==> config.mk <==
export PLATFORM = sky130hd
export DESIGN_NAME = inst_fetch_queue
export DESIGN_NICKNAME = d
export VERILOG_FILES = /design/src/rtl/inst_pkg.sv /design/src/rtl/inst_field_decode.sv /design/src/rtl/inst_fetch_queue.sv
export SDC_FILE = /design/constraint.sdc
export NUM_CORES = 1
export LEC_CHECK = 0
export ABC_AREA = 1
export ABC_CLOCK_PERIOD_IN_PS = 2200
export CORE_ASPECT_RATIO = 1.75
export CORE_UTILIZATION = 43
export DETAILED_ROUTE_END_ITERATION = 10
export PLACE_DENSITY = 0.68
export REMOVE_ABC_BUFFERS = 1
export SLEW_MARGIN = 30
export SYNTH_ARGS = -nofsm -noshare
export SYNTH_HDL_FRONTEND = slang
export SYNTH_HIERARCHICAL = 1
export SYNTH_SLANG_ARGS = --single-unit
==> constraint.sdc <==
create_clock -name clk -period 2.2 [get_ports clk]
set_input_delay 0.22 -clock clk [delete_from_list [all_inputs] [get_ports clk]]
set_output_delay 0.22 -clock clk [all_outputs]
set_load 0.02 [all_outputs]
==> src/rtl/inst_pkg.sv <==
// Shared field layout and stored-entry type for the instruction fetch queue.
package inst_pkg;

    localparam int unsigned INST_BITS = 16;

    localparam int unsigned OPC_HI = 15;
    localparam int unsigned OPC_LO = 12;
    localparam int unsigned RD_HI  = 11;
    localparam int unsigned RD_LO  = 8;
    localparam int unsigned EXT_HI = 7;
    localparam int unsigned EXT_LO = 4;
    localparam int unsigned RS_HI  = 3;
    localparam int unsigned RS_LO  = 0;
    localparam int unsigned IMM_HI = 7;
    localparam int unsigned IMM_LO = 0;

    typedef struct packed {
        logic [INST_BITS-1:0] inst;
        logic                 s;
        logic                 sext;
    } entry_t;

endpackage

==> src/rtl/inst_field_decode.sv <==
// Splits a queued instruction into its fields; everything reads zero when the entry is not valid.
module inst_field_decode
    import inst_pkg::*;
#(
    parameter int unsigned INST_W = 16,
    parameter int unsigned REG_W  = 4,
    parameter int unsigned IMM_W  = 8,
    parameter int unsigned DATA_W = 16
) (
    input  logic [INST_W-1:0] inst,
    input  logic              s,
    input  logic              sext,
    input  logic              valid,
    output logic [REG_W-1:0]  op_code,
    output logic [REG_W-1:0]  rdest,
    output logic [REG_W-1:0]  op_ext,
    output logic [REG_W-1:0]  rsrc,
    output logic [IMM_W-1:0]  imm,
    output logic [DATA_W-1:0] imm_ext,
    output logic              is_imm
);

    logic [IMM_W-1:0] w_imm;

    assign w_imm = inst[IMM_HI:IMM_LO];

    always_comb begin
        op_code = '0;
        rdest   = '0;
        op_ext  = '0;
        rsrc    = '0;
        imm     = '0;
        imm_ext = '0;
        is_imm  = 1'b0;
        if (valid) begin
            op_code = inst[OPC_HI:OPC_LO];
            rdest   = inst[RD_HI:RD_LO];
            is_imm  = s;
            if (s) begin
                imm     = w_imm;
                // Signed cast replicates the immediate's top bit into the upper bits.
                imm_ext = sext ? DATA_W'($signed(w_imm)) : DATA_W'(w_imm);
            end else begin
                op_ext = inst[EXT_HI:EXT_LO];
                rsrc   = inst[RS_HI:RS_LO];
            end
        end
    end

endmodule

==> src/rtl/inst_fetch_queue.sv <==
// Instruction buffer between fetch and decode: DEPTH-entry FIFO with flush and field split of the head.
module inst_fetch_queue
    import inst_pkg::*;
#(
    parameter int unsigned INST_W = 16,
    parameter int unsigned REG_W  = 4,
    parameter int unsigned IMM_W  = 8,
    parameter int unsigned DATA_W = 16,
    parameter int unsigned DEPTH  = 4
) (
    input  logic                       clk,
    input  logic                       rst_n,
    input  logic                       flush,
    input  logic                       in_valid,
    output logic                       in_ready,
    input  logic [INST_W-1:0]          in_inst,
    input  logic                       in_s,
    input  logic                       in_sext,
    output logic                       out_valid,
    input  logic                       out_ready,
    output logic [REG_W-1:0]           op_code,
    output logic [REG_W-1:0]           rdest,
    output logic [REG_W-1:0]           op_ext,
    output logic [REG_W-1:0]           rsrc,
    output logic [IMM_W-1:0]           imm,
    output logic [DATA_W-1:0]          imm_ext,
    output logic                       is_imm,
    output logic [$clog2(DEPTH+1)-1:0] count
);

    localparam int unsigned PTR_W = $clog2(DEPTH);
    localparam int unsigned CNT_W = $clog2(DEPTH + 1);

    logic [PTR_W-1:0] r_wr_ptr;
    logic [PTR_W-1:0] r_rd_ptr;
    logic [CNT_W-1:0] r_count;
    logic             r_live;
    entry_t           r_mem [DEPTH];
    entry_t           w_head;
    logic             w_push;
    logic             w_pop;

    // r_live holds in_ready low until the first edge after reset release.
    assign in_ready  = r_live && (r_count < CNT_W'(DEPTH)) && !flush;
    assign out_valid = (r_count != '0);
    assign w_push    = in_valid && in_ready;
    assign w_pop     = out_valid && out_ready && !flush;
    assign count     = r_count;
    assign w_head    = r_mem[r_rd_ptr];

    always_ff @(posedge clk or negedge rst_n) begin
        if (!rst_n) begin
            r_wr_ptr <= '0;
            r_rd_ptr <= '0;
            r_count  <= '0;
            r_live   <= 1'b0;
        end else begin
            r_live <= 1'b1;
            if (flush) begin
                r_wr_ptr <= '0;
                r_rd_ptr <= '0;
                r_count  <= '0;
            end else begin
                if (w_push) r_wr_ptr <= r_wr_ptr + PTR_W'(1);
                if (w_pop)  r_rd_ptr <= r_rd_ptr + PTR_W'(1);
                r_count <= r_count + CNT_W'(w_push) - CNT_W'(w_pop);
            end
        end
    end

    // Storage is never reset; stale entries are hidden by out_valid masking.
    always_ff @(posedge clk) begin
        if (w_push) begin
            r_mem[r_wr_ptr] <= '{inst: INST_BITS'(in_inst), s: in_s, sext: in_sext};
        end
    end

    inst_field_decode #(
        .INST_W (INST_BITS),
        .REG_W  (REG_W),
        .IMM_W  (IMM_W),
        .DATA_W (DATA_W)
    ) u_decode (
        .inst    (w_head.inst),
        .s       (w_head.s),
        .sext    (w_head.sext),
        .valid   (out_valid),
        .op_code (op_code),
        .rdest   (rdest),
        .op_ext  (op_ext),
        .rsrc    (rsrc),
        .imm     (imm),
        .imm_ext (imm_ext),
        .is_imm  (is_imm)
    );

endmodule

==> results.md <==
- Clock Path Buffers: 2
- Clk Latency, worst-skew pair: 0.33 ns
- Drt total wl: 7018 microns
- Share of the synthesized area in the top cell type: 61.30%
- Synth Area in Compound Gates: 8.656%
- Post-synth EDFFs: 72
- Filler cells: 681
- RSZ-0062 raised after global routing: yes
- Synthesis Warnings: 6
- Root Buffer Master: clkbuf_16
- Power Density: 1172 nW/um^2
- Leakage: 1.914 nW
- Setup WS pre-CTS: -0.08024 ns
- Final setup margin: 0.05327 ns
- Violated checks: design-rule violations
- Aggregate global routing overflow: 0
- Worst Path Max Fanout: 10
- Simple-Gate Fraction of Synth Area: 11.64%
- Die area: 8583 sq um
- Count leader, synth: edfxtp_1
- Sinks on Clock Net: 80
- Area contributors post-synth: edfxtp_1, nor2_1, dfrtp_1, o21ai_0, buf_4
- Starting Density: 44.30%
- Fraction of registers with async set/reset: 10.00%
- Global-route wire length before repair: 11,200 microns
- I/O Pins: 69
- Maximum VDD drop: 0.7211 mV
- Vias in the first global route: 2,408
- Chip Width: 70.47 microns
- CTS buffer count: 9
- Worst hold slack: 0.1784 ns
- Synth-to-Final Area Change: 31.18%
- DRT Pass-1 Iters: 8
- Final Cycle Share: 97.58%
- Netlist Area Pre-Place: 3527 sq um
- Htree depth: 3
- Top post-synthesis cells by count: edfxtp_1, nor2_1, o21ai_0, inv_1, nand2_1
- Final #Nets: 403
- Slew Viols, Final: 0
- Hold Vio Cnt, Final: 0
- Critical path type: register to output pin
- Synth Area in XOR/XNOR: 0%
- Total power: 5.423 mW
- Core area: 7963 sq um
- Min-delay worst type: input pin to async pin
- DP HPWL: 4739 microns
- Syn Area/Cell: 11.80 sq um
- CP Capture Type: output pin
- Combinational family with the most area after synthesis: simple AND/OR/NAND/NOR gates
- Post-synthesis register bit count: 80
- Final min period: 2.147 ns
- Adder-Cell Fraction of Synth Area: 2.696%
- Setup violations, final: 0
- Routed vias/inst: 5.088
- Skew final: 0.004289 ns
- Drt drc: 13
- Synth Instances: 299
- Multi-input gate area: 835.8 sq um
- DRT iter0 DRCs: 143
- WL per Instance: 15.00 microns
- Max-cap violation count: 0
- Detail Route Antenna Nets: 0
- Sequential element share of the synthesized area: 66.97%
- Mux cell area share after synthesis: 0%
- Number of diodes: 0
- Layout cells sized above 1: 19.58%
- F_max: 465.8 MHz
- RD Place Congestion: 0.8008
- Port bufs: 68
- Sequential cell area: 2364 sq um
- Crit path arrival time: 1.93 ns
- Synth cell types: 26
- Pin count of the biggest net entering global routing: 21
- Run status: finished with violations
- Element type at the critical path start: register
- Vias: 2,381
- Synth Flop Type: edfxtp_1
- Die Y: 121.8 microns
- WP data required: 1.98 ns
- Num rows: 43
- Leading area contributor after synthesis: edfxtp_1
- Initial antenna violation count: 0
- CTS tree: built
- Total negative slack: 0 ns
- GRT Util Overall: 17.77%
- Clock transition at the registers of the reported paths: 0.05 ns
==> path summary, 6_finish.rpt <==
path / slack [ns] / cells after the start / endpoint / from
worst max-delay path: 0.05 / 8 / imm_ext[9] / r_rd_ptr[0]$_DFFE_PN0P_
worst min-delay path: 0.18 / 1 / r_wr_ptr[1]$_DFFE_PN0P_ / rst_n
worst max register to register: 0.18 / 11 / count[2]$_DFF_PN0_ / count[0]$_DFF_PN0_
worst min register to register: 0.57 / 2 / r_wr_ptr[0]$_DFFE_PN0P_ / r_wr_ptr[0]$_DFFE_PN0P_
max in group asynchronous: 1.72 / 1 / r_rd_ptr[0]$_DFFE_PN0P_ / rst_n
min in group clk: 0.51 / 1 / r_mem[0][8]$_DFFE_PP_ / in_inst[6]
==> cell usage in the layout (no fill, tap or decap), types with 2 or more instances in the layout <==
master / synthesis / routed
nor2_1: 57 / 53
nor2_2: 4 / 8
inv_4: 0 / 2
buf_12: 0 / 4
dlygate4sd2_1: 0 / 20
nand2_1: 20 / 18
clkdlybuf4s15_1: 0 / 4
inv_1: 30 / 30
ha_1: 6 / 6
clkdlybuf4s15_2: 0 / 9
o21ai_0: 34 / 33
inv_2: 4 / 2
dfrtp_1: 8 / 7
edfxtp_1: 72 / 72
bufinv_16: 0 / 3
o22ai_1: 18 / 17
clkbuf_2: 1 / 8
nand3_1: 8 / 8
clkdlybuf4s50_1: 0 / 27
buf_4: 16 / 18
nand4_1: 2 / 2
clkbuf_16: 0 / 9
o21ai_2: 2 / 2
nand2_2: 1 / 3
clkbuf_1: 0 / 2
==> where the power goes <==
group | total [mW] | leakage (nW) | switching, mW | internal, mW
logic | 1.99 | 0.994 | 1.23 | 0.757
registers | 1.77 | 0.755 | 0.0445 | 1.73
clock network | 1.66 | 0.164 | 0.525 | 1.13
total | 5.42 | 1.91 | 1.80 | 3.62
==> final cells by class <==
type,instances,share of cell area [%]
flip-flops and latches,80,51.08
repair buffers,90,18.20
multi-input cells,158,18.06
clock buffers,12,5.327
inverters,34,2.866
well taps,90,2.434
clock inverters,4,2.028
==> cell families (layout without fill, tap and decap cells) <==
| family | Yosys count | in the layout |
|---|---|---|
| other | 1 | 1 |
| DFF | 80 | 80 |
| buffers and inverters | 61 | 140 |
| and+or+nand+nor | 95 | 95 |
| adders and majority gates | 7 | 7 |
| AOI/OAI and AO/OA | 55 | 55 |
==> sequential cells by signal, indices dropped and copies added (netlist names) <==
register,flops
r_live,1
r_mem,72
count,3
r_wr_ptr,2
r_rd_ptr,2
==> per-stage QoR <==
stage,util [%],instances,instance area (sq um)
2_1_floorplan,-,272,3304
3_3_place_gp,54.29,452,4323
3_5_place_dp,54.29,452,4323
4_1_cts,58.30,468,4642
5_1_grt,58.11,468,4627
6_report,58.11,468,4627
==> routing by layer <==
layer / share of wire [%] / global-route usage [%]
met4: 1.4 / 10.71
met2: 59 / 33.37
met5: 0 / 0
met1: 35 / 17.32
met3: 4.0 / 4.136
==> worst max-delay path, stage by stage (launching register included) <==
cell             delay [ns]
dfrtp_2                0.45
inv_4                  0.11
buf_4                  0.18
nor2_1                 0.06
o22ai_1                0.20
inv_1                  0.06
nor2_1                 0.11
buf_4                  0.15
clkdlybuf4s15_2        0.26
==> timing repair <==
action,4_1_cts,5_1_grt
hold buffers,0,0
resized for setup,61,25
setup endpoints to repair,41,31
setup buffers,0,0
pin swaps,0,1
No activity file was read; power rests on OpenSTA's default activity.
